File: src/rtl/seq_pkg.sv
// Shared types for the trigger-driven write/readback sequencer.
// FSM state encoding and command direction constants.
package seq_pkg;

  typedef enum logic [2:0] {
    IDLE,
    WR_REQ,
    WR_WAIT,
    RD_REQ,
    RD_WAIT,
    CHECK,
    ERR
  } seq_state_t;

  localparam logic CMD_WRITE = 1'b1;
  localparam logic CMD_READ  = 1'b0;

endpackage

File: src/rtl/btn_conditioner.sv
// Button conditioning: 2-FF synchroniser, saturating debounce counter,
// and a one-cycle pulse on the rising edge of the debounced level.
module btn_conditioner #(
  parameter int DEBOUNCE_CYCLES = 16
) (
  input  logic clk,
  input  logic rst,
  input  logic btn_in,
  output logic pressed,
  output logic rise_pulse
);

  localparam int CW = $clog2(DEBOUNCE_CYCLES + 1);
  localparam logic [CW-1:0] CMAX = CW'(DEBOUNCE_CYCLES);

  logic [1:0]    sync_q, sync_d;
  logic [CW-1:0] cnt_q, cnt_d;
  logic          prev_q, prev_d;

  always_comb begin
    sync_d = {sync_q[0], btn_in};
    cnt_d  = cnt_q;
    if (!sync_q[1]) begin
      cnt_d = '0;
    end else if (cnt_q != CMAX) begin
      cnt_d = cnt_q + 1'b1;
    end
    prev_d = pressed;
  end

  assign pressed    = (cnt_q == CMAX);
  assign rise_pulse = pressed & ~prev_q;

  always_ff @(posedge clk or posedge rst) begin
    if (rst) begin
      sync_q <= '0;
      cnt_q  <= '0;
      prev_q <= 1'b0;
    end else begin
      sync_q <= sync_d;
      cnt_q  <= cnt_d;
      prev_q <= prev_d;
    end
  end

endmodule

File: src/rtl/trigger_txn_sequencer.sv
// One write-then-readback round per debounced button press, with
// readback compare, LED latch, pass counter and sticky error flags.
module trigger_txn_sequencer
  import seq_pkg::*;
#(
  parameter int               DEBOUNCE_CYCLES = 16,
  parameter int               ADDR_W          = 12,
  parameter logic [ADDR_W-1:0] TARGET_ADDR    = 12'h801,
  parameter logic [7:0]       WDATA_INIT      = 8'hA5,
  parameter logic [7:0]       WDATA_STEP      = 8'h01,
  parameter int               TIMEOUT_CYCLES  = 4096
) (
  input  logic              clk,
  input  logic              rst,
  input  logic              btn_trigger,
  output logic              cmd_valid,
  input  logic              cmd_ready,
  output logic              cmd_write,
  output logic [ADDR_W-1:0] cmd_addr,
  output logic [7:0]        cmd_wdata,
  input  logic              rsp_valid,
  input  logic [7:0]        rsp_rdata,
  output logic [7:0]        leds,
  output logic              busy,
  output logic              done_pulse,
  output logic              mismatch,
  output logic              timeout_err,
  output logic [7:0]        round_count
);

  localparam int TW = $clog2(TIMEOUT_CYCLES + 1);
  localparam logic [TW-1:0] TMAX = TW'(TIMEOUT_CYCLES - 1);

  logic btn_pressed, btn_rise, trig;

  btn_conditioner #(
    .DEBOUNCE_CYCLES(DEBOUNCE_CYCLES)
  ) u_btn (
    .clk       (clk),
    .rst       (rst),
    .btn_in    (btn_trigger),
    .pressed   (btn_pressed),
    .rise_pulse(btn_rise)
  );

  assign trig = btn_rise & btn_pressed;

  seq_state_t        state_q, state_d;
  logic [7:0]        data_q, data_d;
  logic [TW-1:0]     tmo_q, tmo_d;
  logic              cmd_valid_q, cmd_valid_d;
  logic              cmd_write_q, cmd_write_d;
  logic [ADDR_W-1:0] cmd_addr_q, cmd_addr_d;
  logic [7:0]        cmd_wdata_q, cmd_wdata_d;
  logic [7:0]        leds_q, leds_d;
  logic              busy_q, busy_d;
  logic              done_q, done_d;
  logic              mism_q, mism_d;
  logic              tmo_err_q, tmo_err_d;
  logic [7:0]        rc_q, rc_d;

  always_comb begin
    state_d     = state_q;
    data_d      = data_q;
    tmo_d       = tmo_q;
    cmd_valid_d = cmd_valid_q;
    cmd_write_d = cmd_write_q;
    cmd_addr_d  = cmd_addr_q;
    cmd_wdata_d = cmd_wdata_q;
    leds_d      = leds_q;
    done_d      = 1'b0;
    mism_d      = mism_q;
    tmo_err_d   = tmo_err_q;
    rc_d        = rc_q;
    unique case (state_q)
      IDLE: if (trig) begin
        state_d     = WR_REQ;
        cmd_valid_d = 1'b1;
        cmd_write_d = CMD_WRITE;
        cmd_addr_d  = TARGET_ADDR;
        cmd_wdata_d = data_q;
      end
      WR_REQ: if (cmd_ready) begin
        state_d     = WR_WAIT;
        cmd_valid_d = 1'b0;
        tmo_d       = '0;
      end
      WR_WAIT: begin
        if (rsp_valid) begin
          state_d     = RD_REQ;
          cmd_valid_d = 1'b1;
          cmd_write_d = CMD_READ;
        end else if (tmo_q == TMAX) begin
          state_d   = ERR;
          tmo_err_d = 1'b1;
          done_d    = 1'b1;
        end else begin
          tmo_d = tmo_q + 1'b1;
        end
      end
      RD_REQ: if (cmd_ready) begin
        state_d     = RD_WAIT;
        cmd_valid_d = 1'b0;
        tmo_d       = '0;
      end
      RD_WAIT: begin
        if (rsp_valid) begin
          state_d = CHECK;
          leds_d  = rsp_rdata;
          done_d  = 1'b1;
        end else if (tmo_q == TMAX) begin
          state_d   = ERR;
          tmo_err_d = 1'b1;
          done_d    = 1'b1;
        end else begin
          tmo_d = tmo_q + 1'b1;
        end
      end
      CHECK: begin
        state_d = IDLE;
        if (leds_q == data_q) begin
          rc_d   = rc_q + 8'd1;
          data_d = data_q + WDATA_STEP;
        end else begin
          mism_d = 1'b1;
        end
      end
      ERR:     state_d = IDLE;
      default: state_d = IDLE;
    endcase
    busy_d = (state_d != IDLE);
  end

  always_ff @(posedge clk or posedge rst) begin
    if (rst) begin
      state_q     <= IDLE;
      data_q      <= WDATA_INIT;
      tmo_q       <= '0;
      cmd_valid_q <= 1'b0;
      cmd_write_q <= 1'b0;
      cmd_addr_q  <= '0;
      cmd_wdata_q <= '0;
      leds_q      <= '0;
      busy_q      <= 1'b0;
      done_q      <= 1'b0;
      mism_q      <= 1'b0;
      tmo_err_q   <= 1'b0;
      rc_q        <= '0;
    end else begin
      state_q     <= state_d;
      data_q      <= data_d;
      tmo_q       <= tmo_d;
      cmd_valid_q <= cmd_valid_d;
      cmd_write_q <= cmd_write_d;
      cmd_addr_q  <= cmd_addr_d;
      cmd_wdata_q <= cmd_wdata_d;
      leds_q      <= leds_d;
      busy_q      <= busy_d;
      done_q      <= done_d;
      mism_q      <= mism_d;
      tmo_err_q   <= tmo_err_d;
      rc_q        <= rc_d;
    end
  end

  assign cmd_valid   = cmd_valid_q;
  assign cmd_write   = cmd_write_q;
  assign cmd_addr    = cmd_addr_q;
  assign cmd_wdata   = cmd_wdata_q;
  assign leds        = leds_q;
  assign busy        = busy_q;
  assign done_pulse  = done_q;
  assign mismatch    = mism_q;
  assign timeout_err = tmo_err_q;
  assign round_count = rc_q;

endmodule

File: config.mk
export PLATFORM = sky130hd
export DESIGN_NAME = trigger_txn_sequencer
export DESIGN_NICKNAME = d
export VERILOG_FILES = /design/src/rtl/seq_pkg.sv /design/src/rtl/btn_conditioner.sv /design/src/rtl/trigger_txn_sequencer.sv
export SDC_FILE = /design/constraint.sdc
export NUM_CORES = 1
export LEC_CHECK = 0
export BUFFER_PORTS_ARGS = -buffer_cell sky130_fd_sc_hd__buf_2
export CAP_MARGIN = 20
export CORE_MARGIN = 8
export CORE_UTILIZATION = 59
export DETAILED_ROUTE_END_ITERATION = 8
export GPL_TIMING_DRIVEN = 0
export PLACE_DENSITY = 0.87
export SYNTH_ARGS = -nofsm -noshare
export SYNTH_HDL_FRONTEND = slang
export SYNTH_SLANG_ARGS = --single-unit
File: constraint.sdc
create_clock -name clk -period 4 [get_ports clk]
set_clock_uncertainty 0.15 [all_clocks]
set_input_delay 0.6 -clock clk [delete_from_list [all_inputs] [get_ports clk]]
set_output_delay 0.6 -clock clk [all_outputs]
set_load 0.1 [all_outputs]
==> results.txt <==
- Run status: completed
- Starting utilization of the core area: 60.6%
- Clk sink count: 63
- During synthesis, Yosys emitted a total of 0 warnings.
* Total setup buffers inserted after CTS: 0
* Area growth, synth to finish: 19.4%
* Final worst path period share: 58.8%
* Final critical delay including setup and external delays: 2.35 ns
- Worst-case vdd ir drop: 0.000697 V
- In this run the core area contains 26 standard-cell rows.
- Sequential elements use ~51% of the synthesized area.
- Wires add up to 6.56 mm.
- First DRT Iteration DRCs: between 100 and 150
- The die covers 0.00778 sq mm.
- Port Buffers: between 40 and 50
- Count of distinct cell types in the synthesized netlist: 53
* Clk Latency, worst-skew pair: ~0.34 ns
* Routability Congestion: ~0.86
- Crit end category: flop
- H-tree lvl count: 3
- Largest fanout on the critical path: 10
- Antenna diodes: 0
- In this run, synthesis produced a sequential element count of 63.
* Fraction of registers with async set or reset after synthesis: 100%
* Cell area after placement: around 0.0034 sq mm
- In the final layout, flip-flops and latches occupy roughly 0.0016 sq mm.
- Number of antenna violations at the first check in global routing: 0
- In this run the tightest slew margin relative to its limit is 51.3%.
- Final net count: 350
* Worst hold path class: in2async
* Final number of setup-violating endpoints: 0
- Worst endpoint required time: around 4.1 ns
- TritonCTS built the clock tree.
* Max-Cap Viols: 0
* Placeable core region: 0.00507 sq mm
- Hpwl dp: roughly 4.8 mm
- The first global-routing pass estimated 11.0 mm of wire.
- Top flip-flop cell by instance count after synthesis: dfrtp_1
- Entering global routing, the biggest net connects 44 pins.
- Wire length per cell after detailed routing: 16.1 microns
* First-pass iteration count of the detailed router: 4
- Number of global-route vias before repair: roughly 2300
* Tot GR Track Use: 18.6%
* CTS clk-pin slew, worst paths: about 0.070 ns
- After synthesis, the largest area contributor takes up 48.0% of total cell area.
- The average instance in the mapped netlist occupies 11.5 sq um.
* Worst Setup Path Type: reg2reg
- Buffers inserted during clock tree synthesis total 9.
* Total number of vias: 2200
- Final core utilization: 72.4%
- Maximum buffer depth of the clock tree: 2
- In this run the static leakage power is about 1.8 nW.
- Setup tns final: 0 ns
- Remaining global-route overflow: 0
* Root Buffer: clkbuf_8
- Pin placement for this block handled 55 I/O pins.
- Filler cell count: between 300 and 400
- Achievable clock frequency: 425 MHz
- Synthesized instance count: 267
- Hold buffer count at cts: 0
- Measured along the y axis, the die boundary spans 88.2 microns.
- Cells resized by post-CTS repair: 0
- Synth area leaders: dfrtp_1 48%, xnor2_1 7.4%, mux2_2 7.3%
- Cells with a size suffix above 1 make up 35.6% of the layout.
- The final hold violation count is 0.
- After routing the design area is 0.00367 sq mm.
* RSZ-0062 raised after global routing: false
- For this run, design rule violations remaining after detail routing come to 0.
* Via density per instance: 5.41
* Post-synthesis cell area: 0.00308 sq mm
- Critical path startpoint category: flop
- Worst slack on hold paths: 0.106 ns
* Post-synth top area cell: dfrtp_1
- Worst-Margin Slew: 0.728 ns
- The synthesized design contains 0 enable-type register cells.
* Slew Viols, Final: 0
- Crit path DAT: approximately 2.4 ns
- For this design the ratio of total power to cell area is 669 mW/mm^2.
* Area of the multi-input gates: between 0.001 and 0.0015 sq mm
- DRT antenna net count: 0
- Floorplan die width: 88.2 microns
## through the flow
step,worst slack [ns],cells,power (W)
global route,1.53,407,0.00256
detailed placement,1.69,391,0.00181
floorplan,1.58,276,0.00163
CTS,1.68,407,0.00247
global placement,0.981,390,0.00177
finish,1.65,407,0.00246
## worst max-delay path, cell delays in order (launching register included)
cell and delay [ns]:
dfrtp_1 0.38, ha_1 0.22, nand4_2 0.19, nor4_4 0.54, a21o_1 0.25, buf_6 0.15, nor3_2 0.05, mux2_4 0.30
## report_power, final
group | switching, W | total, W | internal, W
clock | 0.000246 | 0.000659 | 0.000413
sequential | 0.0000715 | 0.000795 | 0.000724
combinational | 0.000741 | 0.00100 | 0.000262
total | 0.00106 | 0.00246 | 0.00140
## cell families (layout without fill, tap and decap cells)
group                    count (synthesis)  in the layout  synth area share (%)
other                                    1             10                 0.122
multiplexers                            22             22                  8.14
AO/OA/AOI/OAI                           34             34                  7.57
AND/OR/NAND/NOR                         86             86                  16.6
adder cells (fa/ha/maj)                  5              5                  2.03
buffers and inverters                   26             87                  5.61
flip-flops                              63             63                  51.4
XOR/XNOR                                30             30                  8.54
## cells in the mapped netlist (2+ instances only)
| cell | count |
|---|---|
| o21ai_0 | 6 |
| buf_6 | 3 |
| xor2_1 | 4 |
| a2111oi_0 | 3 |
| xnor2_1 | 26 |
| nand2b_1 | 2 |
| and3_1 | 5 |
| and2_1 | 5 |
| nand3_1 | 8 |
| nor3_1 | 2 |
| a31o_2 | 2 |
| or3_1 | 3 |
| nor2b_1 | 2 |
| buf_4 | 12 |
| ha_1 | 5 |
| mux2_2 | 20 |
| nor2_1 | 19 |
| o21a_1 | 3 |
| inv_1 | 6 |
| nand2b_2 | 2 |
| o31ai_1 | 3 |
| nand2_1 | 16 |
| dfrtp_1 | 59 |
| nand4_1 | 10 |
| buf_2 | 3 |
| dfstp_2 | 4 |
| a21oi_1 | 8 |
## registers in the layout, summed over array words and instances, names as in the netlist
register	count
u_btn.cnt_q	5
cmd_addr	1
tmo_q	13
done_pulse	1
u_btn.prev_q	1
mismatch	1
leds	8
cmd_valid	1
state_q	3
timeout_err	1
data_q	8
cmd_wdata	8
round_count	8
u_btn.sync_q	2
cmd_write	1
busy	1
## path summary, 6_finish.rpt
kind                                  from         endpoint  slack [ns]  cells after the start
max                               tmo_q[0]         tmo_q[6]        1.65                      7
min                                    rst   round_count[3]        0.11                      2
max reg2reg                       tmo_q[0]         tmo_q[6]        1.65                      7
min reg2reg                u_btn.sync_q[0]  u_btn.sync_q[1]        0.20                      0
max in group asynchronous              rst        data_q[5]        2.96                      3
min in group clk           u_btn.sync_q[0]  u_btn.sync_q[1]        0.20                      0
## layout by cell type (no fill, tap or decap), drive strengths merged, types with 2 or more instances in the layout
cell type	synthesis	routed
buf	18	63
a2111oi	3	3
nor4	2	2
or3	3	3
nor2	19	19
nand4	11	11
nor3	4	4
o22a	2	2
bufinv	0	3
xor2	4	4
nor2b	2	2
dfrtp	59	59
o21ai	7	7
a31o	2	2
a21oi	9	9
and2	5	5
nand2b	4	4
conb	1	10
and3	5	5
a211oi	2	2
o31ai	3	3
mux2	21	21
nand2	16	16
nor4b	2	2
clkbuf	2	12
ha	5	5
clkinv	0	3
inv	6	6
nand3	8	8
dfstp	4	4
o21a	3	3
xnor2	26	26
## per-layer routing
metal | wire length, microns | track usage [%]
met5 | 0 | 0
met4 | 131 | 7.83
met3 | 453 | 6.94
met2 | 3330 | 30.4
met1 | 2650 | 21.4
## layout make-up
type / instances / share of cell area, %
flip-flops and latches: 63 / 43.1
repair buffers: 45 / 6.54
plain buffers: 20 / 4.09
inverters: 6 / 0.613
clock inverters: 6 / 2.96
multi-input cells: 187 / 36.9
clock buffers: 10 / 3.47
well taps: 70 / 2.38
(Power assumes the default switching activity.)
